**config.mk**
```make
export PLATFORM = sky130hd
export DESIGN_NAME = sha256_autopad_hasher
export DESIGN_NICKNAME = d
export VERILOG_FILES = /design/src/rtl/sha256_autopad_hasher.sv
export SDC_FILE = /design/constraint.sdc
export NUM_CORES = 2
export LEC_CHECK = 0
export ABC_AREA = 1
export BUFFER_PORTS_ARGS = -buffer_cell sky130_fd_sc_hd__buf_2
export CAP_MARGIN = 5
export CORE_MARGIN = 3
export CORE_UTILIZATION = 49
export DETAILED_ROUTE_END_ITERATION = 10
export SLEW_MARGIN = 20
export SYNTH_ARGS = -nofsm -noshare
export SYNTH_HDL_FRONTEND = slang
export SYNTH_SLANG_ARGS = --single-unit
```
**constraint.sdc**
```tcl
create_clock -name clk -period 71.4 [get_ports clk]
set_input_delay 3.57 -clock clk [delete_from_list [all_inputs] [get_ports clk]]
set_output_delay 3.57 -clock clk [all_outputs]
set_load 0.005 [all_outputs]
```
**src/rtl/sha256_autopad_hasher.sv**
```systemverilog
// SHA-224/256 hasher over a word-aligned message held in shared word memory.
// Padding and the bit-length field are generated in hardware; one round per
// clock, 67 cycles per 512-bit block; digest written back word by word.
module sha256_autopad_hasher #(
  parameter int MODE_224 = 0,
  parameter int LEN_W    = 12,
  parameter int ADDR_W   = 16
) (
  input  logic              clk,
  input  logic              reset,
  input  logic              start,
  input  logic [LEN_W-1:0]  msg_words,
  input  logic [ADDR_W-1:0] message_addr,
  input  logic [ADDR_W-1:0] output_addr,
  output logic              busy,
  output logic              done,
  output logic              mem_clk,
  output logic              mem_we,
  output logic [ADDR_W-1:0] mem_addr,
  output logic [31:0]       mem_write_data,
  input  logic [31:0]       mem_read_data
);

  // Stream indices run to 16*B-1 <= N+18, so two spare bits cover them.
  localparam int JW   = LEN_W + 2;
  localparam int NOUT = (MODE_224 != 0) ? 7 : 8;

  localparam logic [31:0] K_TAB [64] = '{
    32'h428a2f98, 32'h71374491, 32'hb5c0fbcf, 32'he9b5dba5, 32'h3956c25b, 32'h59f111f1, 32'h923f82a4, 32'hab1c5ed5,
    32'hd807aa98, 32'h12835b01, 32'h243185be, 32'h550c7dc3, 32'h72be5d74, 32'h80deb1fe, 32'h9bdc06a7, 32'hc19bf174,
    32'he49b69c1, 32'hefbe4786, 32'h0fc19dc6, 32'h240ca1cc, 32'h2de92c6f, 32'h4a7484aa, 32'h5cb0a9dc, 32'h76f988da,
    32'h983e5152, 32'ha831c66d, 32'hb00327c8, 32'hbf597fc7, 32'hc6e00bf3, 32'hd5a79147, 32'h06ca6351, 32'h14292967,
    32'h27b70a85, 32'h2e1b2138, 32'h4d2c6dfc, 32'h53380d13, 32'h650a7354, 32'h766a0abb, 32'h81c2c92e, 32'h92722c85,
    32'ha2bfe8a1, 32'ha81a664b, 32'hc24b8b70, 32'hc76c51a3, 32'hd192e819, 32'hd6990624, 32'hf40e3585, 32'h106aa070,
    32'h19a4c116, 32'h1e376c08, 32'h2748774c, 32'h34b0bcb5, 32'h391c0cb3, 32'h4ed8aa4a, 32'h5b9cca4f, 32'h682e6ff3,
    32'h748f82ee, 32'h78a5636f, 32'h84c87814, 32'h8cc70208, 32'h90befffa, 32'ha4506ceb, 32'hbef9a3f7, 32'hc67178f2
  };

  typedef enum logic [2:0] {
    S_IDLE, S_INIT, S_PREF, S_ROUNDS, S_POST, S_WRITE, S_DONE
  } state_t;

  function automatic logic [31:0] rotr(input logic [31:0] x, input int unsigned n);
    return (x >> n) | (x << (32 - n));
  endfunction

  function automatic logic [31:0] bsig0(input logic [31:0] x);
    return rotr(x, 2) ^ rotr(x, 13) ^ rotr(x, 22);
  endfunction

  function automatic logic [31:0] bsig1(input logic [31:0] x);
    return rotr(x, 6) ^ rotr(x, 11) ^ rotr(x, 25);
  endfunction

  function automatic logic [31:0] ssig0(input logic [31:0] x);
    return rotr(x, 7) ^ rotr(x, 18) ^ (x >> 3);
  endfunction

  function automatic logic [31:0] ssig1(input logic [31:0] x);
    return rotr(x, 17) ^ rotr(x, 19) ^ (x >> 10);
  endfunction

  function automatic logic [31:0] iv(input int unsigned i);
    logic [31:0] v;
    if (MODE_224 != 0) begin
      case (i)
        0: v = 32'hc1059ed8;  1: v = 32'h367cd507;
        2: v = 32'h3070dd17;  3: v = 32'hf70e5939;
        4: v = 32'hffc00b31;  5: v = 32'h68581511;
        6: v = 32'h64f98fa7;  default: v = 32'hbefa4fa4;
      endcase
    end else begin
      case (i)
        0: v = 32'h6a09e667;  1: v = 32'hbb67ae85;
        2: v = 32'h3c6ef372;  3: v = 32'ha54ff53a;
        4: v = 32'h510e527f;  5: v = 32'h9b05688c;
        6: v = 32'h1f83d9ab;  default: v = 32'h5be0cd19;
      endcase
    end
    return v;
  endfunction

  state_t            r_state;
  logic [JW-1:0]     r_n;
  logic [JW-1:0]     r_nblk;
  logic [JW-1:0]     r_blk;
  logic [ADDR_W-1:0] r_msg_addr;
  logic [ADDR_W-1:0] r_out_addr;
  logic [5:0]        r_t;
  logic [3:0]        r_widx;
  logic [31:0]       r_hs [8];
  logic [31:0]       r_va, r_vb, r_vc, r_vd, r_ve, r_vf, r_vg, r_vh;
  logic [31:0]       r_w [16];
  logic              r_busy;
  logic              r_done;
  logic              r_we;
  logic [ADDR_W-1:0] r_addr;
  logic [31:0]       r_wdata;

  logic [JW-1:0]     w_base;
  logic [JW-1:0]     w_last;
  logic              w_fvalid;
  logic [4:0]        w_foff;
  logic [JW-1:0]     w_fj;
  logic              w_fetch;
  logic [JW-1:0]     w_sj;
  logic [31:0]       w_stream;
  logic [31:0]       w_wt;
  logic [31:0]       w_t1;
  logic [31:0]       w_t2;

  assign mem_clk        = clk;
  assign busy           = r_busy;
  assign done           = r_done;
  assign mem_we         = r_we;
  assign mem_addr       = r_addr;
  assign mem_write_data = r_wdata;

  // Fetch runs two words ahead of consumption (INIT -> word 0, PREF -> word 1,
  // round t -> word t+2); the padded word for the current round is chosen here.
  always_comb begin
    w_base   = r_blk << 4;
    w_last   = (r_nblk << 4) - JW'(1);
    w_fvalid = 1'b0;
    w_foff   = '0;
    case (r_state)
      S_INIT:   w_fvalid = 1'b1;
      S_PREF: begin
        w_fvalid = 1'b1;
        w_foff   = 5'd1;
      end
      S_ROUNDS: begin
        w_fvalid = (r_t < 6'd14);
        w_foff   = r_t[4:0] + 5'd2;
      end
      default: ;
    endcase
    w_fj    = w_base + JW'(w_foff);
    w_fetch = w_fvalid && (w_fj < r_n);
    w_sj    = w_base + JW'(r_t[3:0]);
    if (w_sj < r_n)
      w_stream = mem_read_data;
    else if (w_sj == r_n)
      w_stream = 32'h8000_0000;
    else if (w_sj == w_last)
      w_stream = 32'(r_n) << 5;
    else
      w_stream = '0;
    w_wt = (r_t < 6'd16) ? w_stream
                         : ssig1(r_w[14]) + r_w[9] + ssig0(r_w[1]) + r_w[0];
    w_t1 = r_vh + bsig1(r_ve) + ((r_ve & r_vf) ^ (~r_ve & r_vg)) + K_TAB[r_t] + w_wt;
    w_t2 = bsig0(r_va) + ((r_va & r_vb) ^ (r_va & r_vc) ^ (r_vb & r_vc));
  end

  // Control FSM, compression datapath and registered memory/handshake outputs.
  always_ff @(posedge clk or posedge reset) begin
    if (reset) begin
      r_state    <= S_IDLE;
      r_n        <= '0;
      r_nblk     <= '0;
      r_blk      <= '0;
      r_msg_addr <= '0;
      r_out_addr <= '0;
      r_t        <= '0;
      r_widx     <= '0;
      for (int unsigned i = 0; i < 8; i++) r_hs[i] <= '0;
      for (int unsigned i = 0; i < 16; i++) r_w[i] <= '0;
      r_va <= '0; r_vb <= '0; r_vc <= '0; r_vd <= '0;
      r_ve <= '0; r_vf <= '0; r_vg <= '0; r_vh <= '0;
      r_busy  <= 1'b0;
      r_done  <= 1'b0;
      r_we    <= 1'b0;
      r_addr  <= '0;
      r_wdata <= '0;
    end else begin
      // Reads stop at the last message word; the address simply holds after.
      if (w_fetch) r_addr <= r_msg_addr + ADDR_W'(w_fj);
      case (r_state)
        S_IDLE: begin
          if (start) begin
            r_n        <= JW'(msg_words);
            r_nblk     <= (JW'(msg_words) + JW'(18)) >> 4;
            r_msg_addr <= message_addr;
            r_out_addr <= output_addr;
            r_blk      <= '0;
            for (int unsigned i = 0; i < 8; i++) r_hs[i] <= iv(i);
            r_busy     <= 1'b1;
            r_state    <= S_INIT;
          end
        end
        S_INIT: begin
          r_va <= r_hs[0]; r_vb <= r_hs[1]; r_vc <= r_hs[2]; r_vd <= r_hs[3];
          r_ve <= r_hs[4]; r_vf <= r_hs[5]; r_vg <= r_hs[6]; r_vh <= r_hs[7];
          r_t     <= '0;
          r_state <= S_PREF;
        end
        S_PREF: r_state <= S_ROUNDS;
        S_ROUNDS: begin
          r_vh <= r_vg;
          r_vg <= r_vf;
          r_vf <= r_ve;
          r_ve <= r_vd + w_t1;
          r_vd <= r_vc;
          r_vc <= r_vb;
          r_vb <= r_va;
          r_va <= w_t1 + w_t2;
          for (int unsigned i = 0; i < 15; i++) r_w[i] <= r_w[i+1];
          r_w[15] <= w_wt;
          r_t     <= r_t + 6'd1;
          if (r_t == 6'd63) r_state <= S_POST;
        end
        S_POST: begin
          r_hs[0] <= r_hs[0] + r_va;
          r_hs[1] <= r_hs[1] + r_vb;
          r_hs[2] <= r_hs[2] + r_vc;
          r_hs[3] <= r_hs[3] + r_vd;
          r_hs[4] <= r_hs[4] + r_ve;
          r_hs[5] <= r_hs[5] + r_vf;
          r_hs[6] <= r_hs[6] + r_vg;
          r_hs[7] <= r_hs[7] + r_vh;
          r_blk   <= r_blk + JW'(1);
          if (r_blk + JW'(1) == r_nblk) begin
            // First digest word is the just-summed H[0], issued on the POST edge.
            r_we    <= 1'b1;
            r_addr  <= r_out_addr;
            r_wdata <= r_hs[0] + r_va;
            r_widx  <= 4'd1;
            r_state <= S_WRITE;
          end else begin
            r_state <= S_INIT;
          end
        end
        S_WRITE: begin
          if (r_widx == 4'(NOUT)) begin
            r_we    <= 1'b0;
            r_done  <= 1'b1;
            r_state <= S_DONE;
          end else begin
            r_addr  <= r_out_addr + ADDR_W'(r_widx);
            r_wdata <= r_hs[r_widx[2:0]];
            r_widx  <= r_widx + 4'd1;
          end
        end
        S_DONE: begin
          r_done  <= 1'b0;
          r_busy  <= 1'b0;
          r_state <= S_IDLE;
        end
        default: r_state <= S_IDLE;
      endcase
    end
  end

endmodule
```
==> results.env <==
OUTCOME='finished, final reports clean'
WORST-PATH-MAX-FANOUT=3
DRIVE_ABOVE_1_SHARE_PCT=5.106
DRTANTENNAVIOLNETS=0
SYNTHARSTFLOPSHARE_PCT=100.0
POST_DRT_VIA_CELL_RATIO=5.994
HOLD_PATH.CLASS='flop to flop'
YS_FF_LATCH=1155
CP_DATA_ARRIVAL_TIME_PS=36070
WORST_EP_REQUIRED_TIME_PS=67830
NUM_ROWS=148
SYN_AREA_PER_CELL_UM2=7.523
SLEW_AT_THE_PIN_CLOSEST_TO_ITS_MAX_SLEW_LIMIT_PS=1276
LAYOUT.CELLS.MOST_COMMON='nand2_1'
WORST_PATH_MOST_REPEATED_CELL='clkbuf_16'
HIGHEST-SIGNAL-LAYER='met5'
WORST_SETUP_PATH_START_KIND='clock port'
INITIAL_CORE_UTIL_PCT=49.44
WL_MET3_UM=29530
OVERALL_VIA_COUNT_FROM_DETAIL_ROUTE=77302
FIN_WORST_SKEW_PS=53.08
RSZ_0062_RAISED_AFTER_GLOBAL_ROUTING='false'
GLOBALPLACE.CONGESTION=1.037
SETUP.WORST_PATH.END_CLASS='primary output'
FIN_WORST_HOLD_SLACK_PS=464.4
GLOBAL_ROUTE.USAGE.TOTAL_PCT=40.20
DETAIL_ROUTE.WL_PER_CELL_UM=26.77
TIMING.SLEW.HEADROOM_PCT=14.78
SYNTH.LIB_CELLS_USED.DISTINCT=69
CP_CELL_SEQUENCE='clkbuf_16 > clkbuf_16 > buf_2'
DRT_PRE_ANTENNA_ITERS=10
DIE_X_UM=411.5
SETUP_VIOLATIONS=0
FINAL_CELL_COUNT_NO_FILL=12896
FIRST_PASS_GRT_WIRE_LENGTH_UM=501000
LARGEST_NET_DEGREE_AT_THE_START_OF_GLOBAL_ROUTING=255
NNETSFINAL=11328
YOSYSSEQAREASHARE_PCT=35.88
IO_PINS=131
CLKLATENCYLATEPIN_PS=920
SYNTHESIS.AREA_UM2=80560
PLACE_INST=12640
CRITPATHMAXSTAGEDELAY_PS=130
MET1WIRELENGTH_UM=135100
SYNTHESIS.NETS=11431
SYNTH_TOP_FLOP_CELL='dfrtp_1'
SYN-INSTANCE-COUNT=10708
CLKSLEWWORSTSETUPHOLDPATHS_PS=60
TRITONCTS_CLOCK_TREE='yes'
SLEW_VIOLATIONS=0
DP_HPWL_UM=264700
DESIGN.DIE.AREA_UM2=169300
MAX_CAP_VIOLATIONS=0
DETAIL_ROUTE.WIRELENGTH_UM=345300
CTS_REPAIR_RESIZE_COUNT=0
CTS.HOLD.BUFFERS_ADDED=0
PORT_BUFFERS=130
MET2_WIRELENGTH_UM=152200
FP.COREAREA_UM2=163000
FIN_SETUP_TNS_PS=0
REPORT.FINAL.HOLD_VIOL_COUNT=0
TIMING.SETUP.CRITICAL_PATH_CLASS='clock port to primary output'
LAYOUT.CELLS.MOST_COMMON_LIST='nand2_1 (1,990), o21ai_0 (1,711), inv_1 (1,615)'
N_FILL_CELL=15738
FLOORPLAN.DIE.HEIGHT_UM=411.5
GR_OVFL_TOTAL=0
GRT_ANTENNA_BEFORE_REPAIR=13
DR.FIRST_ITER.DRC_COUNT=9067
SYNTH_EDF_COUNT=0
SIGNED_AREA_CHANGE_FROM_THE_SYNTHESIZED_NETLIST_TO_THE_FINAL_LAYOUT_PCT=9.044
CTS_SETUP_BUFFERS=0
GRT_PASS1_VIAS=73563
DRC=0
SYNTH.YOSYS.WARNINGS=0
CP_SLOWEST_CELL='clkbuf_16'
==> sequential cells by signal, summed over array words and instances, names as in the netlist, 12 cells and up <==
register / count
r_vc: 32
r_n: 12
r_out_addr: 16
r_w: 512
r_vb: 32
mem_addr: 16
r_vh: 32
mem_write_data: 32
r_vd: 32
r_ve: 32
r_hs: 256
r_vf: 32
r_msg_addr: 16
r_vg: 32
r_va: 32
r_blk: 14
==> final cells by class <==
type	instances	area (um2)	area share (%)
clock buffer	198	3960	4.508
antenna	9	22.52	0.02564
inverter	1630	6150	7.001
timing repair buffer	237	1535	1.748
sequential	1155	28910	32.91
tap	2175	2721	3.098
clock inverter	50	804.5	0.9159
multi-input combinational	7442	43740	49.79
==> Yosys cell counts (5+ instances only) <==
cell type  instances  area share (%)
buf_1             33            0.15
a32o_1            13            0.16
o211ai_1          54            0.50
a21boi_0          13            0.12
nand3_1          336             2.1
nand2_1         1991             9.3
a2111oi_0          8           0.087
clkbuf_1         408             1.9
inv_1           1621             7.6
xor2_1           264             2.9
nand4_1           60            0.47
o22ai_1          133             1.0
ha_1             446             6.9
nor4_1            35            0.27
a21oi_1          865             5.4
nand3b_1          17            0.16
o21a_1            31            0.29
o21ai_0         1715              11
o21ai_1           16           0.099
o211a_1            5           0.062
or2_2             45            0.35
fa_1             198             4.9
buf_2             30            0.19
nor3_1            94            0.58
o311ai_0           6           0.065
a22oi_1           15            0.14
dfrtp_1         1155              36
buf_4              8           0.075
a311oi_1           5           0.054
a221oi_1          17            0.18
o21bai_1          48            0.45
nor2_1           597             2.8
o221ai_1          43            0.47
a31o_2             7           0.076
a211oi_1          10           0.093
o31ai_1           19            0.18
inv_2              5           0.023
o2111ai_1         11            0.12
o32ai_1            7           0.076
a31oi_1           55            0.43
xnor2_1          175             1.9
a21o_1            41            0.38
==> per-layer routing <==
| metal | GRT usage, % | up-vias |
|---|---|---|
| met5 | 0 | - |
| met4 | 27.48 | 8 |
| met3 | 7.736 | 935 |
| met2 | 61.82 | 3792 |
| met1 | 51.26 | 37520 |
| li1 | - | 35047 |
==> through the flow <==
stage / worst slack, ps / utilization [%] / cell area [um2]
floorplan: 32020 / - / 80560
global placement: 32030 / 50.97 / 83060
detailed placement: 32030 / 50.97 / 83060
CTS: 31750 / 53.89 / 87820
global route: 31750 / 53.90 / 87830
finish: 31760 / 53.91 / 87840
==> worst paths after layout <==
path | from | end | slack, ps | depth (start not counted)
worst max-delay path | clk | mem_clk | 31760 | 3
worst min-delay path | r_w[87] | r_w[119] | 460 | 2
worst max register to register | r_t[0] | r_va[21] | 61000 | 39
worst min register to register | r_w[87] | r_w[119] | 460 | 2
max in group asynchronous | reset | r_vc[31] | 64730 | 6
min in group asynchronous | reset | r_w[427] | 2780 | 2
==> cells by family after synthesis <==
family	after synthesis	synth area share [%]
buf+inv	2111	9.939
flops	1155	35.88
fa+ha+maj	645	11.86
simple gates	3201	16.22
mux	1	0.01243
xor+xnor	439	4.773
compound gates	3156	21.32
==> critical path, delay by kind of cell <==
kind	cells	cell delay, ps
buffers and inverters	3	370
Power is left out: the tool's default activity adds up to more than one toggle a clock period on the data nets, which glitch-free logic cannot reach.
